[config.mk]
export PLATFORM = sky130hd
export DESIGN_NAME = mem_load_store_unit
export DESIGN_NICKNAME = d
export VERILOG_FILES = /design/src/rtl/mem_load_store_unit.sv
export SDC_FILE = /design/constraint.sdc
export NUM_CORES = 1
export LEC_CHECK = 0
export CAP_MARGIN = 20
export CORE_MARGIN = 3
export CORE_UTILIZATION = 36
export CTS_CLUSTER_SIZE = 8
export DETAILED_ROUTE_END_ITERATION = 6
export MAX_ROUTING_LAYER = met4
export PLACE_DENSITY = 0.71
export SYNTH_ARGS = -nofsm -noshare
export SYNTH_HDL_FRONTEND = slang
export SYNTH_SLANG_ARGS = --single-unit
export TNS_END_PERCENT = 50
[constraint.sdc]
create_clock -name clk -period 2.53 [get_ports clk]
set_clock_uncertainty 0.15 [all_clocks]
set_input_delay 0.253 -clock clk [delete_from_list [all_inputs] [get_ports clk]]
set_output_delay 0.253 -clock clk [all_outputs]
set_load 0.02 [all_outputs]
[src/rtl/mem_load_store_unit.sv]
// mem_load_store_unit
//    MEM-stage access controller sitting between the EX/MEM pipeline register and a
//    byte-addressed, big-endian data memory. A request is checked for alignment and then
//    turned into a word-addressed bus access. Byte enables and lane-replicated store data
//    are built here. Load data is lane-selected and sign- or zero-extended. The pipeline
//    is stalled (req_ready=0) from acceptance until the one-cycle response pulse has been
//    given. A misaligned or reserved-size access, or a memory that does not acknowledge
//    within ACK_TIMEOUT cycles, is reported with resp_error.
//
// Parameters
//    ACK_TIMEOUT   WAIT cycles without mem_ack before a bus error (0 = wait forever)
//
// Ports
//    clk, reset                      clock, synchronous active-high reset
//    req_valid/write/size/unsigned   request from EX/MEM (size: 00 word, 01 half, 10 byte)
//    req_addr, req_wdata             byte address, right-justified store data
//    req_ready                       request accepted this cycle / pipeline stall when 0
//    mem_req/we/addr/be/wdata        memory request, held until mem_ack
//    mem_ack, mem_rdata              memory completion and big-endian read word
//    resp_valid/data/error           one-cycle completion pulse with extended load data

module mem_load_store_unit #(
   parameter int ACK_TIMEOUT = 16
) (
   input  logic        clk,
   input  logic        reset,
   input  logic        req_valid,
   input  logic        req_write,
   input  logic [1:0]  req_size,
   input  logic        req_unsigned,
   input  logic [31:0] req_addr,
   input  logic [31:0] req_wdata,
   output logic        req_ready,
   output logic        mem_req,
   output logic        mem_we,
   output logic [31:0] mem_addr,
   output logic [3:0]  mem_be,
   output logic [31:0] mem_wdata,
   input  logic        mem_ack,
   input  logic [31:0] mem_rdata,
   output logic        resp_valid,
   output logic [31:0] resp_data,
   output logic        resp_error
);

   localparam logic [1:0] ST_IDLE  = 2'd0;
   localparam logic [1:0] ST_ISSUE = 2'd1;
   localparam logic [1:0] ST_WAIT  = 2'd2;
   localparam logic [1:0] ST_DONE  = 2'd3;

   localparam logic [1:0] SZ_WORD = 2'b00;
   localparam logic [1:0] SZ_HALF = 2'b01;
   localparam logic [1:0] SZ_BYTE = 2'b10;

   localparam int CNT_W = (ACK_TIMEOUT > 1) ? $clog2(ACK_TIMEOUT + 1) : 1;
   // Last WAIT cycle count value before the timeout fires.
   localparam logic [CNT_W-1:0] CNT_LAST = (ACK_TIMEOUT > 0) ? CNT_W'(ACK_TIMEOUT - 1) : '0;

   logic [1:0]       state_reg;
   logic             mem_req_reg;
   logic             mem_we_reg;
   logic [31:0]      mem_addr_reg;
   logic [3:0]       mem_be_reg;
   logic [31:0]      mem_wdata_reg;
   logic [31:0]      resp_data_reg;
   logic             resp_error_reg;
   logic [CNT_W-1:0] tmo_cnt_reg;

   // Request fields needed after acceptance to pick and extend the load data.
   logic [1:0]       lat_size_reg;
   logic [1:0]       lat_off_reg;
   logic             lat_unsigned_reg;
   logic             lat_write_reg;

   // ------------------------------------------------------------------
   // Request decode (only meaningful in IDLE, where it is sampled)
   // ------------------------------------------------------------------
   logic [1:0]  req_off;
   logic [3:0]  byte_be;
   logic        req_bad;
   logic [3:0]  req_be;
   logic [31:0] req_lane_wdata;

   assign req_off = req_addr[1:0];

   // be[3] is offset 0 (bits [31:24]), so a byte at offset gi enables bit 3-gi.
   generate
      for (genvar gi = 0; gi < 4; gi++) begin : g_byte_be
         assign byte_be[3-gi] = (req_off == 2'(gi));
      end
   endgenerate

   always_comb begin
      req_bad        = 1'b0;
      req_be         = 4'b0000;
      req_lane_wdata = '0;
      case (req_size)
         SZ_WORD: begin
            req_bad        = (req_off != 2'b00);
            req_be         = 4'b1111;
            req_lane_wdata = req_wdata;
         end
         SZ_HALF: begin
            req_bad        = req_off[0];
            req_be         = req_off[1] ? 4'b0011 : 4'b1100;
            req_lane_wdata = {2{req_wdata[15:0]}};
         end
         SZ_BYTE: begin
            req_be         = byte_be;
            req_lane_wdata = {4{req_wdata[7:0]}};
         end
         default: req_bad = 1'b1;
      endcase
      if (!req_write) begin
         req_lane_wdata = '0;
      end
   end

   // ------------------------------------------------------------------
   // Load lane select and extension from the acknowledged read word
   // ------------------------------------------------------------------
   logic [7:0]  rd_byte [4];
   logic [7:0]  byte_sel;
   logic [15:0] half_sel;
   logic [31:0] load_data;

   // Big-endian: offset 0 is the most significant byte of the word.
   generate
      for (genvar gi = 0; gi < 4; gi++) begin : g_rd_byte
         assign rd_byte[gi] = mem_rdata[31-8*gi -: 8];
      end
   endgenerate

   always_comb begin
      byte_sel  = rd_byte[lat_off_reg];
      half_sel  = lat_off_reg[1] ? mem_rdata[15:0] : mem_rdata[31:16];
      load_data = '0;
      case (lat_size_reg)
         SZ_WORD: load_data = mem_rdata;
         SZ_HALF: load_data = {{16{half_sel[15] & ~lat_unsigned_reg}}, half_sel};
         SZ_BYTE: load_data = {{24{byte_sel[7] & ~lat_unsigned_reg}}, byte_sel};
         default: load_data = '0;
      endcase
   end

   // ------------------------------------------------------------------
   // Access sequencer
   // ------------------------------------------------------------------
   always_ff @(posedge clk) begin
      if (reset) begin
         state_reg        <= ST_IDLE;
         mem_req_reg      <= 1'b0;
         mem_we_reg       <= 1'b0;
         mem_addr_reg     <= '0;
         mem_be_reg       <= '0;
         mem_wdata_reg    <= '0;
         resp_data_reg    <= '0;
         resp_error_reg   <= 1'b0;
         tmo_cnt_reg      <= '0;
         lat_size_reg     <= '0;
         lat_off_reg      <= '0;
         lat_unsigned_reg <= 1'b0;
         lat_write_reg    <= 1'b0;
      end else begin
         case (state_reg)
            ST_IDLE: begin
               if (req_valid) begin
                  lat_size_reg     <= req_size;
                  lat_off_reg      <= req_off;
                  lat_unsigned_reg <= req_unsigned;
                  lat_write_reg    <= req_write;
                  if (req_bad) begin
                     // Rejected without touching the bus; response in the next cycle.
                     resp_data_reg  <= '0;
                     resp_error_reg <= 1'b1;
                     state_reg      <= ST_DONE;
                  end else begin
                     // Bus fields are registered here so they are valid in ISSUE.
                     mem_req_reg   <= 1'b1;
                     mem_we_reg    <= req_write;
                     mem_addr_reg  <= {req_addr[31:2], 2'b00};
                     mem_be_reg    <= req_be;
                     mem_wdata_reg <= req_lane_wdata;
                     state_reg     <= ST_ISSUE;
                  end
               end
            end

            ST_ISSUE: begin
               // An ack here is too early and is deliberately ignored.
               tmo_cnt_reg <= '0;
               state_reg   <= ST_WAIT;
            end

            ST_WAIT: begin
               if (mem_ack) begin
                  resp_data_reg  <= lat_write_reg ? 32'd0 : load_data;
                  resp_error_reg <= 1'b0;
                  mem_req_reg    <= 1'b0;
                  mem_we_reg     <= 1'b0;
                  tmo_cnt_reg    <= '0;
                  state_reg      <= ST_DONE;
               end else if ((ACK_TIMEOUT != 0) && (tmo_cnt_reg == CNT_LAST)) begin
                  resp_data_reg  <= '0;
                  resp_error_reg <= 1'b1;
                  mem_req_reg    <= 1'b0;
                  mem_we_reg     <= 1'b0;
                  tmo_cnt_reg    <= '0;
                  state_reg      <= ST_DONE;
               end else if (ACK_TIMEOUT != 0) begin
                  tmo_cnt_reg <= tmo_cnt_reg + CNT_W'(1);
               end
            end

            default: begin
               state_reg <= ST_IDLE;
            end
         endcase
      end
   end

   assign req_ready  = (state_reg == ST_IDLE);
   assign resp_valid = (state_reg == ST_DONE);
   assign mem_req    = mem_req_reg;
   assign mem_we     = mem_we_reg;
   assign mem_addr   = mem_addr_reg;
   assign mem_be     = mem_be_reg;
   assign mem_wdata  = mem_wdata_reg;
   assign resp_data  = resp_data_reg;
   assign resp_error = resp_error_reg;

endmodule

==> metrics.cfg <==
[place]
placed_cell_area_um2=7340
hpwl_mm=11.6
portBuffers=206
gp_congestion=0.903

[floorplanning]
die_h_um=125
die_area_um2=15700
ios=209
die_w_um=125
coreArea_um2=13600
rows=42
start_util_pct=37.8

[global_routing]
grt_max_degree=75
gr-total-overflow=0
grt_pass1_vias=5054
grt_pass1_wl_mm=25.9
antenna_found_initial=0
grtUsageTotal_pct=20.8

[logic_synthesis]
synthCells=618
ys.flop_type=dfxtp_1
async_flop_share_pct=0
synth.avg_cell_area_um2=8.28
ys_types=48
netlist_area_um2=5120
yosys_warnings=0
synth-seq-cells=114
yosysSeqAreaShare_pct=44.6
synth_edf_count=0

[timing]
setup_viol=0
period_needed_ns=2.19
maxSlewViolCount=0
hold_viol_final=0
finalCritPeriodShare_pct=86.6
clock.fmax_ghz=0.456
fin_setup_tns_ns=0
slew_headroom_pct=47.9
rsz0062_at_grt=false
tightest_slew_ns=0.782

[worst_setup_path]
cp.arrival_ns=1.79
endpoint_kind=output pin
r2r_slack_ns=0.35
critical_path_required_ns=2.13
crit_fanout=8
critPathKind=flip-flop to output pin
worstSetupStartpointType=flip-flop

[detailed_routing]
drt_first_pass_iters=5
ant_nets=0
drc=0
num_vias=5190
wl_mm=16.2
drt-vias-per-instance=5.21
drt-initial-drc-count=344
wl_per_cell_um=16.2

[cells_and_area]
final_area_um2=7970
diodes=0
nets=916
syn_to_final_growth_pct=55.7
drive_gt1_share_pct=7.80

[pwr]
p_leak_uw=0.00293
p_clk_share_pct=40.6
p_sw_share_pct=30.4
p_switching_uw=1880
seqPwrFrac_pct=32.6
comb_power_share_pct=26.7
p_int_uw=4320
vdd_drop_max_uv=366
p_per_area_nw_per_um2=778

[cts]
post-cts-setup-buffers=0
clock_sinks=114
clk-insertion-delay-late_ns=0.40
htree_levels=4
clk_pin_slew_ns=0.05
cts_made_buffers=17
tritoncts=yes
cts.repair.resized=0
cts_buffer_depth=2
hold_buffers=0
cts_root_buffer=clkbuf_16

[min_path]
hp-class=input pin to flip-flop

[status]
outcome=completed

[run]
drv_cap=0

-- per-stage QoR --
stage                     worst slack, ns  std cells  utilization [%]  power (µW)  hold WS (ns)
after floorplan                     0.413        619                -        3040         0.218
after global placement              0.297        965             54.2        3690         0.291
after detailed placement            0.226        965             54.2        3720         0.296
after CTS                           0.313        997             58.8        6250       0.00433
after global routing                0.159        997             58.8        6500        0.0295
final                               0.338        997             58.8        6200        0.0316
-- synth_stat cells, types with 7 or more instances --
library cell	n	area share [%]
buf_2	20	2.0
a221oi_1	7	1.2
o21ai_0	36	3.5
nand3_1	35	3.4
dfxtp_1	114	45
o2bb2ai_1	13	2.2
a22o_1	9	1.5
nand2_1	122	8.9
a21oi_1	95	9.3
clkbuf_1	25	1.8
o2bb2ai_2	10	2.9
nor2_1	22	1.6
inv_1	18	1.3
mux2i_1	35	6.8
-- kinds of logic (layout without fill, tap and decap cells) --
group                      count (synthesis)  count (layout)  share of synthesized area (%)
AOI/OAI and AO/OA                        195             195                           24.6
adders and majority gates                  4               4                          0.978
muxes                                     37              37                           7.50
and+or+nand+nor                          198             198                           16.5
DFF                                      114             114                           44.6
buffers and inverters                     69             271                           5.84
other                                      1               2                         0.0732
-- power by group through the flow --
| stage | logic, µW | registers [µW] | clock network (µW) |
|---|---|---|---|
| after floorplan | 860 | 2180 | 0 |
| after global routing | 1810 | 2040 | 2650 |
| final | 1660 | 2020 | 2520 |
| after global placement | 1630 | 2050 | 0 |
| after detailed placement | 1660 | 2060 | 0 |
| after CTS | 1660 | 2020 | 2560 |
-- layer usage --
metal	GRT usage [%]	part of all wire (%)	wire [µm]	up-vias
li1	-	-	-	2549
met1	24.3	42	6830	2392
met2	33.2	47	7610	226
met3	8.06	9.2	1480	23
met4	6.51	1.5	238	0
met5	-	0	0	-
-- worst max-delay path: stages (launching register included) --
cell,delay (ns)
dfxtp_1,0.33
inv_1,0.09
ha_1,0.31
clkdlybuf4s50_1,0.66
-- worst paths after layout --
path,cells after the start,endpoint,startpoint
min reg2reg,2,mem_wdata[21]$_SDFFE_PP0P_,mem_wdata[21]$_SDFFE_PP0P_
max reg2reg,8,mem_be[3]$_SDFFE_PP0P_,state_reg[0]$_SDFFE_PP0P_
min,2,state_reg[0]$_SDFFE_PP0P_,reset
max,3,req_ready,state_reg[0]$_SDFFE_PP0P_
-- cell type report --
cell class                 count  area [µm²]
fill                        1223        5590
multi-input combinational    436        2550
sequential                   114        2280
timing repair buffer         221        2220
clock buffer                  18         439
tap                          176         220
clock inverter                14         188
inverter                      18        67.6
-- placed cells by master, fill, tap and decap left out, drive strengths merged, types with 2 or more instances in the layout --
master           n
a21o             2
o2bb2ai         23
a21oi           96
nand2          122
dfxtp          114
mux2i           35
nand3b           2
clkdlybuf4s50  205
clkinv           6
a221oi           7
nor2            22
clkbuf          18
nand2b           5
buf             16
a22o             9
nand3           35
a211oi           5
o21ai           40
conb             2
inv             18
nor2b            4
and2             2
ha               4
o211ai           2
clkinvlp         4
bufinv           4
No activity file was read; power rests on OpenSTA's default activity.
